[config.mk]
export PLATFORM = sky130hd
export DESIGN_NAME = pc_fetch_unit
export DESIGN_NICKNAME = d
export VERILOG_FILES = /design/src/rtl/pc_pkg.sv /design/src/rtl/pc_next_calc.sv /design/src/rtl/pc_fetch_unit.sv
export SDC_FILE = /design/constraint.sdc
export NUM_CORES = 1
export LEC_CHECK = 0
export CORE_ASPECT_RATIO = 0.9
export CORE_MARGIN = 2
export CORE_UTILIZATION = 44
export CTS_BUF_LIST = sky130_fd_sc_hd__clkbuf_16
export CTS_CLUSTER_DIAMETER = 30
export DETAILED_ROUTE_END_ITERATION = 10
export GPL_TIMING_DRIVEN = 0
export PLACE_DENSITY = 0.79
export SYNTH_ARGS = -nofsm -noshare
export SYNTH_HDL_FRONTEND = slang
export SYNTH_SLANG_ARGS = --single-unit
[constraint.sdc]
create_clock -name clk -period 2.9 [get_ports clk]
set_input_delay 0.58 -clock clk [delete_from_list [all_inputs] [get_ports clk]]
set_output_delay 0.58 -clock clk [all_outputs]
set_load 0.01 [all_outputs]
[src/rtl/pc_pkg.sv]
// Shared types and constants for the PC / instruction-fetch sequencer.
package pc_pkg;

    localparam int unsigned ADDR_W  = 64;
    localparam int unsigned INSTR_W = 32;

    localparam logic [ADDR_W-1:0] PC_STEP = 64'd4;

    typedef enum logic [1:0] {
        IDLE  = 2'd0,
        FETCH = 2'd1,
        EXEC  = 2'd2
    } pc_state_e;

endpackage

[src/rtl/pc_next_calc.sv]
// Next-PC selection: sequential step or PC-relative branch target (mod 2^64).
module pc_next_calc
    import pc_pkg::*;
(
    input  logic [ADDR_W-1:0] pc,
    input  logic [ADDR_W-1:0] ext_imm,
    input  logic              uncond_branch,
    input  logic              cond_branch,
    input  logic              zero,
    output logic [ADDR_W-1:0] pc_next,
    output logic              taken
);

    logic [ADDR_W-1:0] w_seq_pc;
    logic [ADDR_W-1:0] w_tgt_pc;

    // Unconditional term dominates when both branch flags are high.
    assign taken    = uncond_branch | (cond_branch & zero);
    assign w_seq_pc = pc + PC_STEP;
    assign w_tgt_pc = pc + ext_imm;
    assign pc_next  = taken ? w_tgt_pc : w_seq_pc;

endmodule

[src/rtl/pc_fetch_unit.sv]
// PC register and IDLE/FETCH/EXEC fetch sequencer with req/ack instruction port.
// Optional taken-branch counter enabled by defining PC_BRANCH_CNT_EN.
module pc_fetch_unit
    import pc_pkg::*;
#(
    parameter logic [ADDR_W-1:0] RESET_PC = 64'h0
) (
    input  logic               clk,
    input  logic               rst_n,
    input  logic [ADDR_W-1:0]  ext_imm,
    input  logic               uncond_branch,
    input  logic               cond_branch,
    input  logic               zero,
    input  logic               stall,
    output logic               imem_req,
    output logic [ADDR_W-1:0]  imem_addr,
    input  logic               imem_ack,
    input  logic [INSTR_W-1:0] imem_rdata,
    output logic [INSTR_W-1:0] instr,
    output logic               instr_valid,
    output logic [ADDR_W-1:0]  pc,
    output logic [31:0]        branch_cnt
);

    pc_state_e          r_state;
    pc_state_e          w_state_next;
    logic [ADDR_W-1:0]  r_pc;
    logic [INSTR_W-1:0] r_instr;
    logic [ADDR_W-1:0]  w_pc_next;
    logic               w_taken;
    logic               w_advance;

    pc_next_calc u_pc_next_calc (
        .pc            (r_pc),
        .ext_imm       (ext_imm),
        .uncond_branch (uncond_branch),
        .cond_branch   (cond_branch),
        .zero          (zero),
        .pc_next       (w_pc_next),
        .taken         (w_taken)
    );

    assign w_advance = (r_state == EXEC) && !stall;

    always_ff @(posedge clk or negedge rst_n) begin
        if (!rst_n) begin
            r_state <= IDLE;
        end else begin
            r_state <= w_state_next;
        end
    end

    always_comb begin
        w_state_next = r_state;
        imem_req     = 1'b0;
        instr_valid  = 1'b0;
        case (r_state)
            IDLE: begin
                w_state_next = FETCH;
            end
            FETCH: begin
                imem_req = 1'b1;
                if (imem_ack) begin
                    w_state_next = EXEC;
                end
            end
            EXEC: begin
                instr_valid = 1'b1;
                if (!stall) begin
                    w_state_next = FETCH;
                end
            end
            default: begin
                w_state_next = IDLE;
            end
        endcase
    end

    always_ff @(posedge clk or negedge rst_n) begin
        if (!rst_n) begin
            r_pc    <= RESET_PC;
            r_instr <= '0;
        end else begin
            if ((r_state == FETCH) && imem_ack) begin
                r_instr <= imem_rdata;
            end
            if (w_advance) begin
                r_pc <= w_pc_next;
            end
        end
    end

    assign pc        = r_pc;
    assign instr     = r_instr;
    assign imem_addr = r_pc;

`ifdef PC_BRANCH_CNT_EN
    logic [31:0] r_branch_cnt;

    always_ff @(posedge clk or negedge rst_n) begin
        if (!rst_n) begin
            r_branch_cnt <= '0;
        end else if (w_advance && w_taken) begin
            r_branch_cnt <= r_branch_cnt + 32'd1;
        end
    end

    assign branch_cnt = r_branch_cnt;
`else
    logic w_unused_taken;

    assign w_unused_taken = w_taken;
    assign branch_cnt     = '0;
`endif

endmodule
==> summary.md <==
| Metric | Value |
|---|---|
| Critical path launch point type | `flop` |
| Synth Instances | `1,277` |
| Hold Vio Cnt, Final | `0` |
| Avg Vias per Cell | `6.09` |
| Rel. slew slack | `32.7%` |
| Total power per unit cell area | `1170 mW/mm^2` |
| Avg Cell Area, Syn | `7.74 um^2` |
| Failing checks | `negative setup slack` |
| Internal Pwr Total | `9.63 mW` |
| First DRT Iteration DRCs | `1,567` |
| Most common cell in the netlist | `a21oi_1` |
| H-tree depth | `3` |
| WL final | `39,800 um` |
| Part of the power in registers | `18.4%` |
| Max Fclk | `0.299 GHz` |
| Clock period minus worst slack | `3.35 ns` |
| Clock power share | `7.0%` |
| Final setup margin | `-0.446 ns` |
| Min Hold Slack | `0.249 ns` |
| Status | `finished with violations` |
| Cts bufs inserted | `9` |
| Area delta synth->final | `57.0%` |
| Cell leakage power | `6.40 nW` |
| # hold bufs at CTS | `0` |
| I/O Buffers | `264` |
| Yosys top cell by area | `dfrtp_1` |
| Seq/Total Area, Yosys | `24.8%` |
| DP Area | `0.0131 mm^2` |
| Psw | `8.46 mW` |
| Switching Fraction | `46.8%` |
| Dpl ws | `-1.34 ns` |
| Worst-Margin Slew | `1.01 ns` |
| RSZ-0062 raised after global routing | `yes` |
| DRC | `0` |
| Starting Density | `44.4%` |
| Reg2Reg Depth | `12` |
| Clock-pin slew on the worst setup and hold paths | `0.08 ns` |
| Number of synthesized flops with an enable pin | `0` |
| Synth area leaders | `dfrtp_1 (25%), a21oi_1 (8.3%), ha_1 (8.1%)` |
| Clock Skews | `0.00906 ns` |
| Bufs on Longest Clock Path | `2` |
| Maxcap violations | `0` |
| Clock sink count | `98` |
| Layout Cells excl Fill | `1,970` |
| Critical setup path kind | `flop to flop` |
| Logic pwr share | `74.6%` |
| Most used flip-flop cell after synthesis | `dfrtp_1` |
| Data arrival, critical path | `3.59 ns` |
| # setup viols final | `21` |
| TritonRoute pass-1 iters | `6` |
| Row count | `52` |
| Grt total ovfl | `0` |
| CTS tree | `yes` |
| Finished layout cell area | `0.0155 mm^2` |
| Initial antenna violation count | `0` |
| Die Area | `0.0237 mm^2` |
| Share of cells above drive strength 1 | `29.3%` |
| Largest net degree at the start of global routing | `55` |
| Hold crit path type | `input port to async pin` |
| Most instantiated cells after synthesis | `a21oi_1 (164), nand2_1 (135), dfrtp_1 (98)` |
| Routed len/inst | `20.2 um` |
| Core area | `0.0223 mm^2` |
| Yosys reg bits | `98` |
| Number of global-route vias before repair | `10,831` |
| Root buffer cell | `clkbuf_16` |
| Gp weighted congestion | `0.942` |
| Die X | `162 um` |
| Total negative setup slack | `-4.54 ns` |
| Synth Warn # | `0` |
| GRT Total Usage | `30.4%` |
| Via count | `12,003` |
| Worst vdd ir | `0.695 mV` |
| Cells after DPL | `1,870` |
| IO Pins | `297` |
| Synth top area share | `24.8%` |
| Final Cycle Share | `115%` |
| Final nets | `1,836` |
| Async SR Flop Fraction | `100%` |
| Chip height | `146 um` |
| Worst-skew pair later-pin latency | `0.37 ns` |
| Antenna Diode Count | `0` |
| Max Slew Vio Count | `0` |
| CP required | `3.14 ns` |
| CP max FO | `5` |
| Mapped cell area | `0.00988 mm^2` |
| Final HPWL DP | `27,400 um` |
| Global-route wire length before repair | `58,000 um` |
| Fillers | `1,726` |
| Final ANT Viol Nets | `0` |
| Critical Path End Type | `flop` |
| Unique masters post-synth | `85` |
## power by group through the flow
stage	logic (mW)	registers [mW]	clock network (mW)
2_1_floorplan	6.03	3.18	0
3_3_place_gp	10.1	3.20	0
3_5_place_dp	10.2	3.24	0
4_1_cts	11.5	3.27	1.26
5_1_grt	14.3	3.41	1.32
6_report	13.5	3.33	1.27
## layout by cell type (no fill, tap or decap), drive strengths merged, types with 37 or more instances in the layout
master	n
nand2	136
dfrtp	98
a21o	37
ha	64
nand4	39
nor3	37
clkdlybuf4s50	231
nor2	94
o21ai	91
buf	208
clkbuf	48
a21oi	165
## layout make-up
cell class              count  area, um^2  area share, %
multi-input cells        1027        7800           50.3
repair buffers            367        3500           22.6
flip-flops and latches     98        2500           16.1
plain buffers             143         950           6.12
well taps                 297         372           2.40
clock buffers               9         225           1.45
inverters                  22        82.6          0.532
clock inverters             7        76.3          0.492
## metrics by stage
stage               util (%)  power [mW]
floorplan                  -        9.21
global placement        58.8        13.3
detailed placement      58.9        13.5
CTS                     64.6        16.1
global route            69.7        19.0
finish                  69.7        18.1
## flip-flops by register name, summed over array words and instances, names as in the netlist
signal and cells:
imem_addr 64, instr 32, r_state 2
## worst max-delay path, stage by stage, from the launching register on
cell and delay [ns]:
dfrtp_2 0.47, ha_4 0.32, o21ai_1 0.09, a21oi_2 0.22, a41oi_2 0.16, buf_6 0.17, nor4b_4 0.50, o2111a_2 0.34
o21ai_4 0.08, nand3_4 0.11, a31oi_4 0.13, a41oi_2 0.23, or3b_1 0.37
## worst paths after layout
| kind | from | endpoint | slack [ns] |
|---|---|---|---|
| worst max-delay path | imem_addr[6] | imem_addr[58] | -0.45 |
| worst min-delay path | rst_n | imem_addr[32] | 0.25 |
| worst max register to register | imem_addr[6] | imem_addr[58] | -0.45 |
| worst min register to register | instr[30] | instr[30] | 0.51 |
| max in group asynchronous | rst_n | imem_addr[8] | 1.90 |
| min in group clk | instr[30] | instr[30] | 0.51 |
## repair_timing
action                     CTS  global route
pin swaps                   48           103
setup endpoints to repair   46            44
gates resized for setup    169           171
setup buffers               35            71
## kinds of logic after synthesis
| logic type | count (synthesis) | synth area share, % |
|---|---|---|
| adder cells (fa/ha/maj) | 65 | 8.31 |
| multiplexers | 39 | 4.39 |
| AND/OR/NAND/NOR | 419 | 21.2 |
| other | 1 | 0.0379 |
| XOR/XNOR | 46 | 4.08 |
| AO/OA/AOI/OAI | 426 | 26.1 |
| buffers and inverters | 183 | 11.1 |
| flip-flops | 98 | 24.8 |
## per-layer routing
layer	global-route usage [%]	wire length (um)
met3	6.28	4860
met5	0	0
met4	9.07	1480
met1	41.5	15200
met2	48.4	18300
No activity file was read; power rests on OpenSTA's default activity.
